## src/rtl/tdc_multi_ch.sv

```systemverilog
// rtl/tdc_multi_ch.sv - multi-channel TDC, round-robin arbitration into a shared show-ahead hit FIFO
// Optional build macro TDC_FALLING_EDGE_EN: also time-stamp falling edges (edge bit = 0).
module tdc_multi_ch #(
  parameter int CHANNELS   = 4,
  parameter int TS_WIDTH   = 16,
  parameter int FIFO_DEPTH = 8,
  parameter int CH_W       = (CHANNELS > 1) ? $clog2(CHANNELS) : 1
) (
  input  logic                   BUS_CLK,
  input  logic                   BUS_RST,
  input  logic                   TS_RESET,
  input  logic [CHANNELS-1:0]    EN,
  input  logic [CHANNELS-1:0]    SIGNAL,
  output logic [CH_W+TS_WIDTH:0] DATA_OUT,
  output logic                   DATA_VALID,
  input  logic                   DATA_READY,
  output logic [7:0]             LOST_CNT,
  output logic                   FIFO_FULL
);
  localparam int DW = CH_W + 1 + TS_WIDTH;
  localparam int AW = (FIFO_DEPTH > 1) ? $clog2(FIFO_DEPTH) : 1;

  logic [TS_WIDTH-1:0] ts_cnt;

  always_ff @(posedge BUS_CLK or posedge BUS_RST) begin
    if (BUS_RST)       ts_cnt <= '0;
    else if (TS_RESET) ts_cnt <= '0;
    else               ts_cnt <= ts_cnt + TS_WIDTH'(1);
  end

  logic [CHANNELS-1:0] sync1, sync2, prev;
  logic [1:0]          mask_cnt;
  logic                mask_done;

  always_ff @(posedge BUS_CLK or posedge BUS_RST) begin
    if (BUS_RST) begin
      sync1    <= '0;
      sync2    <= '0;
      prev     <= '0;
      mask_cnt <= '0;
    end else begin
      sync1 <= SIGNAL;
      sync2 <= sync1;
      prev  <= sync2;
      if (mask_cnt != 2'd3) mask_cnt <= mask_cnt + 2'd1;
    end
  end

  // Inputs already high at reset release show up as edges; the mask hides them.
  assign mask_done = (mask_cnt == 2'd3);

  logic [CHANNELS-1:0] rise, fall, hit, edge_bit;
  assign rise = sync2 & ~prev;
`ifdef TDC_FALLING_EDGE_EN
  assign fall     = ~sync2 & prev;
  assign edge_bit = sync2;
`else
  assign fall     = '0;
  assign edge_bit = '1;
`endif
  assign hit = (rise | fall) & EN & {CHANNELS{mask_done}};

  logic [CHANNELS-1:0] pend;
  logic [TS_WIDTH:0]   hold [CHANNELS];
  logic [CH_W-1:0]     rr_ptr, grant_ch;
  logic                grant_vld, pop, wr_ok;

  assign pop   = DATA_VALID & DATA_READY;
  assign wr_ok = ~FIFO_FULL | pop;

  // Lowest pending index at/after the pointer, else lowest pending overall.
  always_comb begin
    grant_vld = 1'b0;
    grant_ch  = '0;
    for (int c = CHANNELS - 1; c >= 0; c--) begin
      if (pend[c] && (c >= int'(rr_ptr))) begin
        grant_vld = 1'b1;
        grant_ch  = CH_W'(c);
      end
    end
    if (!grant_vld) begin
      for (int c = CHANNELS - 1; c >= 0; c--) begin
        if (pend[c]) begin
          grant_vld = 1'b1;
          grant_ch  = CH_W'(c);
        end
      end
    end
    if (!wr_ok) grant_vld = 1'b0;
  end

  logic [CHANNELS-1:0] gnt_oh, drop;
  logic [4:0]          n_drop;
  logic [8:0]          lost_sum;

  always_comb begin
    gnt_oh = '0;
    if (grant_vld) gnt_oh[grant_ch] = 1'b1;
  end

  assign drop = hit & pend & ~gnt_oh;

  always_comb begin
    n_drop = '0;
    for (int c = 0; c < CHANNELS; c++) n_drop = n_drop + 5'(drop[c]);
  end

  assign lost_sum = {1'b0, LOST_CNT} + {4'd0, n_drop};

  always_ff @(posedge BUS_CLK or posedge BUS_RST) begin
    if (BUS_RST) begin
      pend     <= '0;
      rr_ptr   <= '0;
      LOST_CNT <= '0;
      for (int c = 0; c < CHANNELS; c++) hold[c] <= '0;
    end else begin
      for (int c = 0; c < CHANNELS; c++) begin
        // A grant frees the slot in the same cycle, so a coincident hit reloads it.
        if (hit[c] && (!pend[c] || gnt_oh[c])) begin
          pend[c] <= 1'b1;
          hold[c] <= {edge_bit[c], ts_cnt};
        end else if (gnt_oh[c]) begin
          pend[c] <= 1'b0;
        end
      end
      if (TS_RESET)               LOST_CNT <= '0;
      else if (lost_sum > 9'd255) LOST_CNT <= 8'd255;
      else                        LOST_CNT <= lost_sum[7:0];
      if (grant_vld) begin
        if (grant_ch == CH_W'(CHANNELS - 1)) rr_ptr <= '0;
        else                                 rr_ptr <= grant_ch + CH_W'(1);
      end
    end
  end

  logic [DW-1:0] mem [FIFO_DEPTH];
  logic [DW-1:0] wdata;
  logic [AW-1:0] wr_ptr, rd_ptr;
  logic [AW:0]   count, count_nxt;
  logic          head_empty;

  assign wdata      = {grant_ch, hold[grant_ch]};
  assign count_nxt  = count + (AW+1)'(grant_vld) - (AW+1)'(pop);
  assign head_empty = (count == (AW+1)'(pop));

  always_ff @(posedge BUS_CLK) begin
    if (grant_vld) mem[wr_ptr] <= wdata;
  end

  // DATA_OUT mirrors mem[rd_ptr]; an empty FIFO forwards the write straight to it.
  always_ff @(posedge BUS_CLK or posedge BUS_RST) begin
    if (BUS_RST) begin
      wr_ptr     <= '0;
      rd_ptr     <= '0;
      count      <= '0;
      DATA_VALID <= 1'b0;
      FIFO_FULL  <= 1'b0;
      DATA_OUT   <= '0;
    end else begin
      if (grant_vld) wr_ptr <= wr_ptr + AW'(1);
      if (pop)       rd_ptr <= rd_ptr + AW'(1);
      count      <= count_nxt;
      DATA_VALID <= (count_nxt != '0);
      FIFO_FULL  <= (count_nxt == (AW+1)'(FIFO_DEPTH));
      if (grant_vld && head_empty) DATA_OUT <= wdata;
      else if (pop)                DATA_OUT <= mem[rd_ptr + AW'(1)];
    end
  end

endmodule

```

## config.mk

```make
export PLATFORM = sky130hd
export DESIGN_NAME = tdc_multi_ch
export DESIGN_NICKNAME = d
export VERILOG_FILES = /design/src/rtl/tdc_multi_ch.sv
export SDC_FILE = /design/constraint.sdc
export NUM_CORES = 1
export LEC_CHECK = 0
export ABC_AREA = 1
export CAP_MARGIN = 20
export CORE_ASPECT_RATIO = 0.9
export CORE_UTILIZATION = 40
export DETAILED_ROUTE_END_ITERATION = 8
export HOLD_SLACK_MARGIN = 0.12
export PLACE_DENSITY = 0.54
export SLEW_MARGIN = 30
export SYNTH_ARGS = -nofsm -noshare
export SYNTH_HDL_FRONTEND = slang
export SYNTH_SLANG_ARGS = --single-unit
```

## constraint.sdc

```tcl
create_clock -name BUS_CLK -period 6.5 [get_ports BUS_CLK]
set_clock_uncertainty 0.2 [all_clocks]
set_input_delay 1.625 -clock BUS_CLK [delete_from_list [all_inputs] [get_ports BUS_CLK]]
set_output_delay 1.625 -clock BUS_CLK [all_outputs]
set_load 0.05 [all_outputs]
```

==> impl_metrics.py, run 1 <==
metrics = {
    "outcome": {
        "outcome": "finished, final reports clean",
    },
    "pwr": {
        "power_mw": 8.40,
        "power.share.clock": 0.196,
        "leakage_nw": 5.91,
        "power_frac_comb": 0.431,
        "powerDensity_nw_per_um2": 578,
        "swShare": 0.420,
        "seqPwrFrac": 0.373,
        "switching_power_mw": 3.53,
        "p_int_mw": 4.88,
        "peakVddDrop_uv": 386,
    },
    "critical_path": {
        "critical_path_class": "input pin to register",
        "cp-start-kind": "input pin",
        "endpoint_kind": "register",
        "arrival_ns": 5.05,
        "path_buf_inv": 3,
        "cp_max_fo": 11,
        "crit_slowest_cell": "fa_1",
        "path_delay_family": "simple AND/OR/NAND/NOR gates",
        "critPathRequiredTime_ns": 6.71,
        "cp_cell_sequence": "clkdlybuf4s50_1 > nand2_2 > nand2_1 > nand2_2 > inv_2 > a21oi_2 > nand2_1 > fa_1 > fa_1 > inv_1 > fa_1 > nand3_1 > nor2_1 > and3_1 > nand2_1 > o21ai_0 > a21oi_1 > nor2_1",
        "reg2reg_from": "rr_ptr[0]",
        "ff2ff_setup_slack_ns": 1.85,
        "worstRegToRegCells": 20,
        "r2r_end": "LOST_CNT[5]",
        "slowest_delay_ns": 0.54,
    },
    "logic_synthesis": {
        "seq_area_frac_synth": 0.635,
        "synth_largest_area_cell": "edfxtp_1",
        "ys.flop_type": "edfxtp_1",
        "synth_cells": 1253,
        "syn-num-nets": 1283,
        "syn-cell-area_um2": 12800,
        "avgSynthCellArea_um2": 10.2,
        "ys_top_cells_by_area": "edfxtp_1 (36%), dfrtp_1 (28%), nand2_1 (8.6%)",
        "synth_async_sr_flop_share": 0.485,
        "synth_top_area_frac": 0.356,
        "ys_ff_latch": 295,
        "synth_cell_type_count": 44,
        "ys_warn_count": 0,
        "synth_edf_count": 152,
    },
    "placement": {
        "placed_area_um2": 13600,
        "gp_congestion": 0.772,
        "hpwl_um": 18500,
        "port_buffers": 40,
        "dp_worst_setup_slack_ns": 1.05,
    },
    "finish": {
        "syn2layout_area_growth_pct": 13.3,
        "drive_above_1_share": 0.0871,
        "n_fill_cell": 2955,
        "fin_area_um2": 14500,
        "nets": 1314,
        "n_antenna_cell": 0,
    },
    "timing": {
        "slew-limit-headroom": 0.359,
        "worst_pin_slew_ns": 0.959,
        "fin_setup_tns_ns": 0,
        "max_freq_mhz": 207,
        "finalHoldViolations": 0,
        "fin_crit_ns": 4.84,
        "worst_slack_ns": 1.66,
        "setup_violations": 0,
        "rsz0062_at_grt": "no",
        "drv_slew": 0,
        "min_period_over_period": 0.745,
    },
    "clock_tree": {
        "cts_resized": 0,
        "numCtsBuffers": 31,
        "ctsHoldBuffers": 0,
        "clock_sinks": 295,
        "cts-htree-levels": 1,
        "path_clk_slew_ns": 0.06,
        "clk_latency_ns": 0.57,
        "cts-root-buf": "clkbuf_16",
        "cts_tree": "done",
        "postCtsSetupBuffers": 0,
        "cts.path.max_buffers": 3,
    },
    "floorplanning": {
        "row_count": 61,
        "die_w_um": 191,
        "core_um2": 31200,
        "io_pins": 41,
        "die_h_um": 172,
        "initial_core_util": 0.411,
        "dieArea_um2": 32800,
    },
    "grt": {
        "grt_pass1_vias": 8343,
        "antenna_found_initial": 0,
        "grt_max_degree": 78,
        "grt_overflow": 0,
        "grt.total_usage": 0.198,
        "grt_pass1_wl_um": 49500,
    },
    "routing": {
        "ant_nets": 0,
        "vias_per_cell": 5.02,
        "drtIter0Drc": 662,
        "drc_errors": 0,
        "wl_per_cell_um": 18.1,
        "vias": 8627,
        "dr.pass1.iters": 4,
        "wirelength_um": 31000,
    },
    "min_path": {
        "hold_end": "sync2[3]",
        "hp-start": "sync1[3]",
        "whs_path_depth": 0,
        "hold_path.class": "register to register",
    },
    "job": {
        "maxCapViolations": 0,
    },
}
synthesized netlist by cell type (6+ instances only):
cell type and count:
nor3_1 9, o21ai_1 26, edfxtp_1 152, o21ai_2 12, and2_1 8, nand4_1 14, dfrtp_1 143, nand3_1 154
clkbuf_1 27, nor2_1 74, o22ai_1 19, xnor2_1 6, inv_2 7, buf_2 25, nand2_1 295, or2_2 7
o21a_1 8, o21ai_0 80, xor2_1 8, a21oi_1 18, inv_1 104, ha_1 14
area by class of cell:
| class | instances | area (µm²) | share of cell area |
|---|---|---|---|
| clock buffer | 44 | 845 | 0.0581 |
| clock inverter | 14 | 88.8 | 0.00611 |
| inverter | 115 | 447 | 0.0307 |
| multi-input combinational | 782 | 3960 | 0.272 |
| sequential | 295 | 8140 | 0.560 |
| tap | 409 | 512 | 0.0352 |
| timing repair buffer | 59 | 543 | 0.0374 |
layout by cell type, fill, tap and decap left out, drive strengths merged:
| cell | instances |
|---|---|
| clkdlybuf4s50 | 40 |
| mux2 | 1 |
| o31ai | 1 |
| a21oi | 21 |
| bufinv | 1 |
| nor3 | 11 |
| or2 | 7 |
| o21bai | 1 |
| dfrtp | 143 |
| o21ai | 118 |
| nand4 | 14 |
| nand3 | 154 |
| nand2 | 302 |
| nor2 | 77 |
| fa | 4 |
| xor2 | 8 |
| nor3b | 1 |
| clkinv | 14 |
| edfxtp | 152 |
| and3 | 1 |
| xnor2 | 6 |
| inv | 114 |
| o22ai | 19 |
| buf | 19 |
| o211ai | 2 |
| ha | 14 |
| nor4 | 3 |
| and2 | 8 |
| clkbuf | 44 |
| o21a | 8 |
| a211oi | 1 |
worst max-delay path by stage:
stage | startpoint | end | slack (ns) | cells after the start
finish | DATA_READY | LOST_CNT[5] | 1.66 | 18
global route | DATA_READY | LOST_CNT[5] | 1.26 | 18
CTS | DATA_READY | LOST_CNT[5] | 1.62 | 18
detailed placement | DATA_READY | LOST_CNT[5] | 1.05 | 18
global placement | DATA_READY | LOST_CNT[5] | 1.08 | 18
floorplan | BUS_RST | DATA_OUT[0] | 0.84 | 1
cells by family after synthesis:
kind of cell | synth area share
multiplexers | 0.000878
AO/OA/AOI/OAI | 0.0767
buffers and inverters | 0.0596
flip-flops | 0.635
AND/OR/NAND/NOR | 0.198
adder cells (fa/ha/maj) | 0.0199
XOR/XNOR | 0.00956
stage by stage:
stage / util / hold slack (ns) / cells
3_5_place_dp: 0.436 / 0.135 / 1660
2_1_floorplan: - / 0.131 / 1253
4_1_cts: 0.466 / 0.148 / 1718
6_report: 0.466 / 0.147 / 1718
5_1_grt: 0.466 / 0.154 / 1718
3_3_place_gp: 0.436 / 0.133 / 1660
flip-flops by register name, indices dropped and copies added, names as in the netlist:
register	cells
DATA_OUT	19
DATA_VALID	1
FIFO_FULL	1
LOST_CNT	8
count	4
hold	68
mask_cnt	2
mem	152
pend	4
prev	4
rd_ptr	3
rr_ptr	2
sync1	4
sync2	4
ts_cnt	16
wr_ptr	3
power groups by stage:
stage / sequential (mW) / combinational [mW] / clock (mW)
floorplan: 3.33 / 2.28 / 0
global placement: 3.16 / 3.62 / 0
detailed placement: 3.17 / 3.65 / 0
CTS: 3.14 / 3.66 / 1.68
global route: 3.19 / 4.04 / 1.75
finish: 3.13 / 3.63 / 1.65
routing by layer:
metal | share of wire | global-route usage | vias to the layer above
li1 | - | - | 4271
met1 | 0.50 | 0.295 | 4179
met2 | 0.45 | 0.313 | 145
met3 | 0.041 | 0.0242 | 32
met4 | 0.014 | 0.0344 | 0
met5 | 0 | 0 | -
No activity file was read; power rests on OpenSTA's default activity.
==> run 2: changes to the inputs <==
--- a/config.mk
+++ b/config.mk
@@ -11,7 +11,7 @@
 export CORE_UTILIZATION = 40
 export DETAILED_ROUTE_END_ITERATION = 8
 export HOLD_SLACK_MARGIN = 0.12
-export PLACE_DENSITY = 0.54
+export PLACE_DENSITY = 0.56
 export SLEW_MARGIN = 30
 export SYNTH_ARGS = -nofsm -noshare
 export SYNTH_HDL_FRONTEND = slang
==> constraint.sdc (replaced) <==
create_clock -name BUS_CLK -period 4.09 [get_ports BUS_CLK]
set_clock_uncertainty 0.2 [all_clocks]
set_input_delay 1.0225 -clock BUS_CLK [delete_from_list [all_inputs] [get_ports BUS_CLK]]
set_output_delay 1.0225 -clock BUS_CLK [all_outputs]
set_load 0.05 [all_outputs]
==> run 2 against run 1 <==
Against the previous run: cell area is 2.9% higher; total power grew 65%; routed wire length grew 0.87%; die area is the same; sequential share of layout area down 1.6 points; clock power grew 78%; worst setup slack worse by 1.3 ns; core utilization grew 1.3 points; critical endpoint is now LOST_CNT[4]; largest power group unchanged.
==> impl_metrics.py, run 2 (synthesis results as in run 1) <==
metrics = {
    "outcome": {
        "outcome": "finished, final reports clean",
    },
    "grt": {
        "grt.total_usage": 0.197,
        "antenna_found_initial": 0,
        "grt_pass1_wl_um": 49500,
        "grt_pass1_vias": 8560,
        "grt_overflow": 0,
        "grt_max_degree": 57,
    },
    "critical_path": {
        "crit_start": "DATA_READY",
        "reg2reg_from": "rr_ptr[0]",
        "path_depth": 17,
        "path_delay_family": "adder cells",
        "critical_path_class": "input pin to register",
        "path_buf_inv": 4,
        "arrival_ns": 3.97,
        "cp-start-kind": "input pin",
        "slowest_delay_ns": 0.50,
        "worstRegToRegCells": 19,
        "ff2ff_setup_slack_ns": 0.38,
        "cpMostUsedCell": "nand2_1",
        "cp-endpoint": "LOST_CNT[4]",
        "endpoint_kind": "register",
        "cp_max_fo": 5,
        "critPathRequiredTime_ns": 4.31,
        "crit_slowest_cell": "fa_1",
        "r2r_end": "LOST_CNT[4]",
        "cp_cell_sequence": "clkdlybuf4s50_1 > nand2_2 > nand2_1 > nand2_2 > inv_2 > a21oi_4 > nand2_1 > fa_1 > fa_2 > inv_2 > fa_2 > nand3_1 > nor2_2 > and3_1 > nand2_1 > buf_4 > a21oi_1",
    },
    "job": {
        "maxCapViolations": 0,
    },
    "pwr": {
        "leakage_nw": 6.13,
        "power_mw": 13.9,
        "powerDensity_nw_per_um2": 928,
        "peakVddDrop_uv": 619,
    },
    "floorplanning": {
        "dieArea_um2": 32800,
        "core_um2": 31200,
        "die_w_um": 191,
        "die_h_um": 172,
        "io_pins": 41,
        "initial_core_util": 0.411,
        "row_count": 61,
    },
    "routing": {
        "wirelength_um": 31300,
        "vias": 8924,
        "vias_per_cell": 5.11,
        "dr.pass1.iters": 7,
        "ant_nets": 0,
        "drtIter0Drc": 731,
        "drc_errors": 0,
        "wl_per_cell_um": 17.9,
    },
    "timing": {
        "min_period_over_period": 0.918,
        "rsz0062_at_grt": "no",
        "finalHoldViolations": 0,
        "worst_pin_slew_ns": 0.624,
        "max_freq_mhz": 266,
        "drv_slew": 0,
        "setup_violations": 0,
        "fin_crit_ns": 3.75,
        "slew-limit-headroom": 0.584,
    },
    "clock_tree": {
        "path_clk_slew_ns": 0.05,
        "cts-htree-levels": 2,
        "ctsHoldBuffers": 0,
        "clk_latency_ns": 0.51,
        "clock_sinks": 295,
        "cts_tree": "done",
        "cts.path.max_buffers": 3,
        "numCtsBuffers": 34,
        "cts-root-buf": "clkbuf_16",
    },
    "placement": {
        "port_buffers": 40,
        "hpwl_um": 19400,
        "placed_area_um2": 13800,
        "placed_cells": 1683,
        "gp_congestion": 0.776,
    },
    "finish": {
        "syn2layout_area_growth_pct": 16.6,
        "largest_register": "mem",
        "reg_top3": "mem: 152 flops, hold: 68 flops, DATA_OUT: 19 flops",
        "nets": 1342,
        "n_antenna_cell": 0,
        "stdcell_count": 1746,
        "layout_common_cells": "nand2_1 (295), nand3_1 (154), edfxtp_1 (152)",
        "fin_area_um2": 15000,
        "drive_above_1_share": 0.116,
        "largest_reg_flops": 152,
        "layout_commonest_cell": "nand2_1",
    },
    "min_path": {
        "hold_path.class": "register to register",
    },
}
## run 2: layout make-up
class                           instances  area (µm²)
Clock inverter                         15         145
Inverter                              115         445
Timing Repair Buffer                   84         818
Tap cell                              409         512
Multi-Input combinational cell        782        3950
Fill cell                            2866       16300
Sequential cell                       295        8140
Clock buffer                           46         936
## run 2: power breakdown
part,switching [mW],internal (mW)
Clock,1.19,1.74
Combinational,4.21,1.72
Sequential,0.329,4.68
Total,5.72,8.15
## run 2: worst min-delay path by stage
stage	slack, ns	endpoint	cells past startpoint	from
2_1_floorplan	0.13	sync2[0]	0	sync1[0]
4_1_cts	0.15	sync2[3]	0	sync1[3]
5_1_grt	0.15	sync2[3]	0	sync1[3]
6_report	0.15	sync2[3]	0	sync1[3]
3_3_place_gp	0.13	sync2[0]	0	sync1[0]
3_5_place_dp	0.14	sync2[3]	0	sync1[3]
## run 2: what timing repair did
item	in CTS	in global routing
setup buffers	0	1
endpoints found under the hold margin	0	0
gates resized for setup	0	4
endpoints found under the setup margin	0	6
## run 2: layer usage
metal	up-vias	part of all wire	global-route usage
met3	46	0.041	0.0239
met2	195	0.46	0.311
met1	4348	0.48	0.285
met4	0	0.021	0.0577
met5	-	0	0
li1	4335	-	-
## run 2: stage by stage
stage                     TNS, ns  hold WS [ns]  utilization  worst slack, ns
final                           0         0.148        0.479            0.335
after global routing            0         0.152        0.479           0.0294
after CTS                       0         0.152        0.478            0.233
after detailed placement    -1.75         0.139        0.443           -0.274
after global placement      -1.61         0.134        0.443           -0.246
after floorplan                 0         0.131            -           0.0726
## run 2: worst register-to-register path: cells and delay by family, from the launching register on
family / cells / cell delay [ns]
adders and majority gates: 4 / 1.34
and+or+nand+nor: 9 / 1.02
DFF: 1 / 0.40
buffers and inverters: 4 / 0.37
AOI/OAI and AO/OA: 2 / 0.29
